File: src/rtl/dcache_req_driver.sv
// Requester for a two-phase (index/tag) L1 dcache port. It turns a valid/ready load/store
// command stream into port requests and returns one aligned, extended response per command.
package dcache_req_driver_pkg;
    localparam int unsigned DCACHE_INDEX_WIDTH = 12;
    localparam int unsigned DCACHE_TAG_WIDTH   = 44;

    typedef struct packed {
        logic [DCACHE_INDEX_WIDTH-1:0] address_index;
        logic [DCACHE_TAG_WIDTH-1:0]   address_tag;
        logic [63:0]                   data_wdata;
        logic                          data_req;
        logic                          data_we;
        logic [7:0]                    data_be;
        logic [1:0]                    data_size;
        logic                          kill_req;
        logic                          tag_valid;
    } dcache_req_i_t;

    typedef struct packed {
        logic        data_gnt;
        logic        data_rvalid;
        logic [63:0] data_rdata;
    } dcache_req_o_t;
endpackage

// Handshakes: a command transfers on a rising edge with cmd_valid_i & cmd_ready_o; a response
// transfers on a rising edge with rsp_valid_o & rsp_ready_i, and rsp_* stay stable until then.
module dcache_req_driver
    import dcache_req_driver_pkg::*;
#(
    parameter int unsigned PLEN          = 56,
    parameter bit          KILL_ON_FLUSH = 1'b1
) (
    input  logic             clk_i,
    input  logic             rst_ni,
    input  logic             flush_i,
    input  logic             cmd_valid_i,
    output logic             cmd_ready_o,
    input  logic             cmd_we_i,
    input  logic [PLEN-1:0]  cmd_addr_i,
    input  logic [1:0]       cmd_size_i,
    input  logic             cmd_signed_i,
    input  logic [63:0]      cmd_wdata_i,
    output logic             rsp_valid_o,
    input  logic             rsp_ready_i,
    output logic [63:0]      rsp_rdata_o,
    output logic             rsp_err_o,
    output dcache_req_i_t    req_port_o,
    input  dcache_req_o_t    req_port_i,
    output logic [2:0]       dbg_state_o
);
    localparam int unsigned IW = DCACHE_INDEX_WIDTH;
    localparam int unsigned TW = DCACHE_TAG_WIDTH;

    typedef enum logic [2:0] {IDLE, REQ, TAG, WAIT_RV, DRAIN, RSP} state_e;

    state_e        state_q;
    dcache_req_i_t port_q;
    logic          we_q;
    logic [2:0]    off_q;
    logic [1:0]    size_q;
    logic          signed_q;
    logic [TW-1:0] tag_q;

    function automatic logic misaligned(input logic [2:0] off, input logic [1:0] size);
        case (size)
            2'd0:    return 1'b0;
            2'd1:    return off[0];
            2'd2:    return |off[1:0];
            default: return |off;
        endcase
    endfunction

    function automatic logic [7:0] byte_enable(input logic [2:0] off, input logic [1:0] size);
        logic [7:0] mask;
        case (size)
            2'd0:    mask = 8'h01;
            2'd1:    mask = 8'h03;
            2'd2:    mask = 8'h0F;
            default: mask = 8'hFF;
        endcase
        return mask << off;
    endfunction

    // Bring the addressed bytes down to bit 0, then zero- or sign-extend to 64 bits.
    function automatic logic [63:0] load_extract(input logic [63:0] raw, input logic [2:0] off,
                                                 input logic [1:0] size, input logic sgn);
        logic [63:0] sh;
        sh = raw >> {off, 3'b000};
        case (size)
            2'd0:    return {{56{sgn & sh[7]}}, sh[7:0]};
            2'd1:    return {{48{sgn & sh[15]}}, sh[15:0]};
            2'd2:    return {{32{sgn & sh[31]}}, sh[31:0]};
            default: return sh;
        endcase
    endfunction

    always_ff @(posedge clk_i or negedge rst_ni) begin
        if (!rst_ni) begin
            state_q     <= IDLE;
            cmd_ready_o <= 1'b1;
            rsp_valid_o <= 1'b0;
            rsp_rdata_o <= '0;
            rsp_err_o   <= 1'b0;
            port_q      <= '0;
            we_q        <= 1'b0;
            off_q       <= '0;
            size_q      <= '0;
            signed_q    <= 1'b0;
            tag_q       <= '0;
        end else begin
            case (state_q)
                IDLE: begin
                    if (cmd_valid_i) begin
                        cmd_ready_o <= 1'b0;
                        we_q        <= cmd_we_i;
                        off_q       <= cmd_addr_i[2:0];
                        size_q      <= cmd_size_i;
                        signed_q    <= cmd_signed_i;
                        tag_q       <= cmd_addr_i[TW+IW-1:IW];
                        if (misaligned(cmd_addr_i[2:0], cmd_size_i)) begin
                            rsp_valid_o <= 1'b1;
                            rsp_err_o   <= 1'b1;
                            rsp_rdata_o <= '0;
                            state_q     <= RSP;
                        end else begin
                            port_q.data_req      <= 1'b1;
                            port_q.address_index <= cmd_addr_i[IW-1:0];
                            port_q.data_we       <= cmd_we_i;
                            port_q.data_size     <= cmd_size_i;
                            port_q.data_be       <= byte_enable(cmd_addr_i[2:0], cmd_size_i);
                            port_q.data_wdata    <= cmd_wdata_i << {cmd_addr_i[2:0], 3'b000};
                            // Stores carry the tag in the index phase; loads send it next cycle.
                            port_q.address_tag   <= cmd_we_i ? cmd_addr_i[TW+IW-1:IW] : '0;
                            state_q              <= REQ;
                        end
                    end
                end
                REQ: begin
                    if (req_port_i.data_gnt) begin
                        if (we_q) begin
                            port_q      <= '0;
                            rsp_valid_o <= 1'b1;
                            rsp_err_o   <= 1'b0;
                            rsp_rdata_o <= '0;
                            state_q     <= RSP;
                        end else begin
                            port_q.data_req    <= 1'b0;
                            port_q.tag_valid   <= 1'b1;
                            port_q.address_tag <= tag_q;
                            state_q            <= TAG;
                        end
                    end
                end
                TAG: begin
                    port_q  <= '0;
                    state_q <= (flush_i && KILL_ON_FLUSH) ? DRAIN : WAIT_RV;
                end
                WAIT_RV: begin
                    if (req_port_i.data_rvalid) begin
                        rsp_valid_o <= 1'b1;
                        rsp_err_o   <= 1'b0;
                        rsp_rdata_o <= load_extract(req_port_i.data_rdata, off_q, size_q, signed_q);
                        state_q     <= RSP;
                    end
                end
                DRAIN: begin
                    // The killed load still returns one beat; swallow it before reporting.
                    if (req_port_i.data_rvalid) begin
                        rsp_valid_o <= 1'b1;
                        rsp_err_o   <= 1'b1;
                        rsp_rdata_o <= '0;
                        state_q     <= RSP;
                    end
                end
                RSP: begin
                    if (rsp_ready_i) begin
                        rsp_valid_o <= 1'b0;
                        rsp_err_o   <= 1'b0;
                        rsp_rdata_o <= '0;
                        cmd_ready_o <= 1'b1;
                        state_q     <= IDLE;
                    end
                end
                default: state_q <= IDLE;
            endcase
        end
    end

    // kill_req must follow flush_i within the tag cycle itself, so it bypasses the register.
    always_comb begin
        req_port_o          = port_q;
        req_port_o.kill_req = (state_q == TAG) && flush_i && KILL_ON_FLUSH;
    end

    assign dbg_state_o = state_q;
endmodule

File: config.mk
export PLATFORM = sky130hd
export DESIGN_NAME = dcache_req_driver
export DESIGN_NICKNAME = d
export VERILOG_FILES = /design/src/rtl/dcache_req_driver.sv
export SDC_FILE = /design/constraint.sdc
export NUM_CORES = 1
export LEC_CHECK = 0
export BUFFER_PORTS_ARGS = -buffer_cell sky130_fd_sc_hd__buf_4
export CAP_MARGIN = 20
export CORE_MARGIN = 10
export CORE_UTILIZATION = 25
export DETAILED_ROUTE_END_ITERATION = 8
export PLACE_DENSITY_LB_ADDON = 0.25
export SYNTH_ARGS = -nofsm -noshare
export SYNTH_HDL_FRONTEND = slang
export SYNTH_SLANG_ARGS = --single-unit
File: constraint.sdc
create_clock -name clk_i -period 3 [get_ports clk_i]
set_clock_uncertainty 0.15 [all_clocks]
set_input_delay 0.15 -clock clk_i [delete_from_list [all_inputs] [get_ports clk_i]]
set_output_delay 0.15 -clock clk_i [all_outputs]
set_load 0.05 [all_outputs]
Yosys cells after proc, flatten, opt, wreduce, memory -nomap -nowiden
Cells that the tools add are included.
Cells by class
  shifts and indexed selects: 3
  equality and inequality tests: 18
  reduce and logical (&&, ||, !) cells: 20
  mux-type cells: 47
  bitwise gates (word level): 3
Operators with widths (number)
  64-bit 2-to-1 mux: 7
  132-bit case mux with 3 select lines: 1
  64-bit case mux with 5 select lines: 1
  132-bit 2-to-1 mux: 2
  64-bit case mux with 3 select lines: 1
  134-bit 2-to-1 mux: 1
  44-bit 2-to-1 mux: 2
  64-bit by 6-bit << shifter with 64-bit output: 1
  64-bit by 6-bit right shift with 64-bit output: 1
  8-bit 2-to-1 mux: 3
  8-bit case mux with 3 select lines: 1
  3-bit 2-to-1 mux: 7
  2-bit != test (second input constant): 8
  3-bit case mux with 5 select lines: 1
  1-bit 2-to-1 mux: 14
  12-bit 2-to-1 mux: 1
  4-bit AND reduction: 2
  8-bit AND reduction: 1
  8-bit by 3-bit << shifter with 8-bit output: 1
  7-bit AND reduction: 1
  3-bit by 2-bit == test with 1-bit output (second input constant): 2
  3-bit == test (second input constant): 2
  1-bit case mux with 5 select lines: 1
  5-bit AND reduction: 1
  other kinds (19): 28
Storage, ports and cells
  logic and storage cells: 109
  bits of input ports: 195
  flip-flop bits (word level): 254
  output and inout bits: 204

Longest topological paths before layout
  depth after elaboration: 11
  gate-level depth with buffers: 9
  gate-level depth less buffers: 5

Least setup slack after synthesis
Ideal clock, no wire load.
  kind: register to register
  from: register state_q[1] (netlist: dbg_state_o[1])
  to: register port_q, in the netlist req_port_o[61]
  path buffers: 3
  setup slack: 582 ps
  period minus slack after synthesis: 2418 ps
  data arrival time: 2144 ps
  library setup time: 125 ps
  required time: 2725 ps
  stages on the path, launching flop included: 9
  path through: dfrtp_1 > buf_2 > nand2b_1 > a21oi_1 > or2_1 > buf_2 > buf_2 > o22ai_1 > mux2_2
Between the ends
  longest elaborated chain between the ends: 3
  elaborated cells on any way between the ends: 10
  those cells by class: 6 x eq/ne; 1 x mux; 3 x reduce/logical
RTL lines
  start, declared: line 57  | state_e state_q;
  start signal, assigned: line 157  | state_q <= (flush_i && KILL_ON_FLUSH) ? DRAIN : WAIT_RV;
  3-bit by 1-bit == test with 1-bit output, or another cell as far along: line 112  | case (state_q)
  2-bit != test (no source line) / 3-bit nonzero test (equally long branches)
  5-bit AND reduction (no source line)
  end, declared: line 58  | dcache_req_i_t port_q;
Several ways; a longest one is shown, not always the timed one.
A chain may end at the register's enable or synchronous reset.

Worst setup path after layout
  from: input cmd_addr_i[0]
  to: register port_q, in the netlist req_port_o[74]
Between the ends
  longest elaborated chain between the ends: 6
  elaborated cells on any way between the ends: 11
  those cells by class: 1 x eq/ne; 1 x shift; 6 x mux; 3 x reduce/logical
RTL lines
  start, declared: line 40  | input logic [PLEN-1:0] cmd_addr_i,
  parallel branches: the longest is 6 deep, another holds 132-bit 2-to-1 mux
Several ways; the timed one is not identified. The select of a mux whose other input is x is not followed.

==> run summary <==
The clock latency on the worst-skew pair is 530 ps. Yosys mapped the design onto 62 distinct sky130hd cell types. Of all nets on the critical path, the largest fanout is 30. The delay of the slowest cell on the worst path is 580 ps, and the cell row count is 84. The post-synthesis sequential element count is 254, and the total clock buffers created by CTS is 34.

For the net count reported at finish, the log shows 1994. Required time of the critical path: 3260 ps. Total track usage: 16.8%. The top achievable clock speed came out at 345 MHz.

The clock slew seen by the registers of the worst setup and hold paths is 60 ps. In this run the worst hold path is classified as input port to flip-flop. The startpoint type of the worst setup path is an input port. Port buffering added 398 buffers. Setup repair after global routing left no endpoint under its margin. For the worst slew margin relative to its limit, the log shows 38.1%. Number of global-route vias before repair: 12900. For this design the ratio of total power to cell area is 1100 nW/um^2. Data arrival time of the critical path: 3150 ps.

In this run the mean area of a mapped cell was 10.2 sq um. The first global-routing pass estimated 82.5 mm of wire. No sink is reached through more buffers than the 3 on the longest clock path.

The share of the clock period used by the worst path after layout is 96.6%. The x dimension of the die came out at 251 um. Walking the worst path, the cells encountered are dlygate4sd3_1 -> buf_4 -> buf_16 -> mux2i_1 -> dlygate4sd3_1 -> nand2_1 -> a31o_2 -> dlygate4sd3_1 -> a22o_1.

The Yosys step of the flow raised 0 warnings. For this design, the sink count on the clock tree is 254. The area share of the largest cell type after synthesis came out at 47.5%. The max-slew violation total from the final report was 0. In this run the cell area of the synthesized design comes to 13300 sq um. The clock tree synthesis step divided the H-tree into 2 levels. TritonCTS built the clock tree. Dividing the detail-routed wire length by the instance count gives 21.9 um. Across the VDD grid, the largest voltage drop is 433 uV. Summed over all layers, the global routing overflow is 0. In the routed design, unresolved DRC markers number 0.

The biggest area contributor in the post-synthesis netlist is dfrtp_1. The filler cells instantiated in the layout total 5227. Once detailed placement completed, the half-perimeter wirelength came to 40.5 mm.

The tool flagged a number of max-cap violations equal to 0. The tightest hold path in the finished design has a slack of 37.3 ps. The family of cells with the greatest summed delay on the critical path was buffers and inverters.

The tools report the detailed-route via count as 12500. The slew of the pin with the lowest slew margin came out at 928 ps. The core region is 52700 sq um. Global routing consumed, on the met1 layer, 22.0% of the routing resources. Counting both buffers and inverters, the worst setup path holds a total of 5. For this run, global-route usage on met2 was measured as 26.6%. In this run the most used layer during global routing was met2.

The floorplan step defined a die boundary enclosing 63000 sq um. The fraction of final layout cells with drive strength greater than 1 is 33.7%. The leakage power is 9.28 nW. The most numerous cell type found on the critical path is dlygate4sd3_1. The maximum number of pins on one net before global-route repair is 90, and the share of flip-flops with an asynchronous set or reset is 100%.

The completed layout was analyzed and its total power is 21.7 mW. The setup path with the least slack is of type input port to flip-flop. The initial utilization of the core area, before any placement, comes to 25.3%.

The flow ran to the end, and the final reports show no timing, DRC or antenna violations. The post-CTS setup buffer count is 0. The tools report the element type at the critical path end as a flip-flop. The final critical-path required period was 2900 ps; the number of cells produced by synthesis was 1302. Most common flop cell mapped by yosys: dfrtp_1. In the final layout, flip-flops and latches occupy 6360 sq um. The first detailed-routing pass took 5 iterations. The tools report the clock tree root driver cell as clkbuf_16.

By instance count, the leading cell after synthesis is dfrtp_1. The chip height is 251 um, and the I/O pin count is 399. By count the netlist is led by dfrtp_1, nand2_1, nor2_1. For this block, the initial DRC count from the detailed router was 926. For met3 alone, demand over resource in global routing was 3.98%. The weighted congestion reported at the end of routability-driven placement was 0.925. Library cell contributing the largest single delay on the critical path: dlygate4sd3_1. For the number of antenna violations at the first check in global routing, the log shows 3. The total of endpoints with negative setup slack in the final report was 0.

The post-detailed-route count of antenna-violating nets is 0, and the number of synthesized flops with an enable pin is 0. The final number of hold-violating endpoints came out at 0. After synthesis, the cell types taking the most area are dfrtp_1, mux2_2, mux2i_1. The number of nets handed over by synthesis was 1497. Final routed wirelength across all metal layers: 55.1 mm.

The layout overhead on the synthesized area came out at 48.0%. The share of the yosys chip area belonging to registers is 47.7%, and the final-layout setup total negative slack is 0 ps. The area of the multi-input gates is 6460 sq um, and the number of vias per cell is 4.95.
==> flip-flops by register name (all words and copies together), names as in the netlist <==
name / cells
we_q: 1
rsp_rdata_o: 64
req_port_o: 133
rsp_valid_o: 1
cmd_ready_o: 1
dbg_state_o: 3
signed_q: 1
size_q: 2
tag_q: 44
rsp_err_o: 1
off_q: 3
==> where the power goes <==
group	internal [mW]	switching, mW	leakage [nW]	total [mW]
Combinational	4.04	7.83	5.41	11.9
Sequential	4.75	0.962	3.32	5.72
Clock	2.54	1.58	0.556	4.12
Total	11.3	10.4	9.28	21.7
==> logic make-up (layout without fill, tap and decap cells) <==
group                     after synthesis  in the layout  share of synthesized area [%]
other                                   0              3                              0
AOI/OAI and AO/OA                     413            413                           22.2
DFF                                   254            254                           47.7
muxes                                 185            185                           16.0
and+or+nand+nor                       320            320                           9.83
xor gates and xnor gates                1              1                         0.0657
buffers and inverters                 129            650                           4.28
==> worst min-delay path, cell delays in order <==
cell and delay, ps:
buf_4 80, mux2i_1 90, nor2_1 120, a21oi_1 50, nor2_1 100, a211o_1 100
==> layout by cell type, fill, tap and decap left out, drive strengths merged, types with 14 or more instances in the layout <==
cell,netlist,layout
buf,44,435
dfrtp,253,253
nand2,190,190
dlygate4sd3,0,146
nor2,90,90
mux2,86,86
o21ai,86,86
mux2i,85,85
a22o,64,64
a21oi,52,52
clkbuf,77,50
a22oi,45,45
o31ai,29,29
a211o,24,24
o211ai,20,20
mux4,14,14
==> worst paths after layout <==
check                                     from               to  slack, ps  depth (start not counted)
worst min register to register  req_port_o[26]   req_port_o[26]        330                          2
worst max-delay path             cmd_addr_i[0]   req_port_o[74]        100                          9
min in group asynchronous               rst_ni    req_port_o[2]         60                          2
worst max register to register        off_q[0]  rsp_rdata_o[22]        190                          6
max in group asynchronous               rst_ni   req_port_o[55]       1760                          3
worst min-delay path            req_port_i[41]  rsp_rdata_o[25]         40                          6
==> per-layer routing <==
layer  wire, um  vias to the layer above  share of wire, %
li1           -                     5810                 -
met5          0                        -                 0
met2      25700                      429                47
met4       1490                        0               2.7
met1      24000                     6138                44
met3       3910                       78               7.1
==> what timing repair did <==
| action | 4_1_cts | 5_1_grt |
|---|---|---|
| endpoints found under the hold margin | 324 | 0 |
| resized for setup | 0 | 1 |
| hold buffers | 146 | 0 |
| endpoints found under the setup margin | 0 | 1 |
==> final cells by class <==
type,instances,share of cell area [%]
Antenna cell,3,0.0380
Clock buffer,49,5.17
Clock inverter,11,0.577
Inverter,8,0.152
Multi-Input combinational cell,919,32.7
Sequential cell,254,32.2
Tap cell,688,4.36
Timing Repair Buffer,582,24.7
==> through the flow <==
stage / cells / utilization, % / cell area [sq um] / worst slack [ps]
3_5_place_dp: 2304 / 32.5 / 17100 / 534
4_1_cts: 2510 / 37.4 / 19700 / 73.8
2_1_floorplan: 1302 / - / 13300 / 582
6_report: 2514 / 37.5 / 19700 / 103
3_3_place_gp: 2304 / 32.5 / 17100 / 550
5_1_grt: 2513 / 37.5 / 19700 / 4.15
Power figures use the tool's default switching activity.
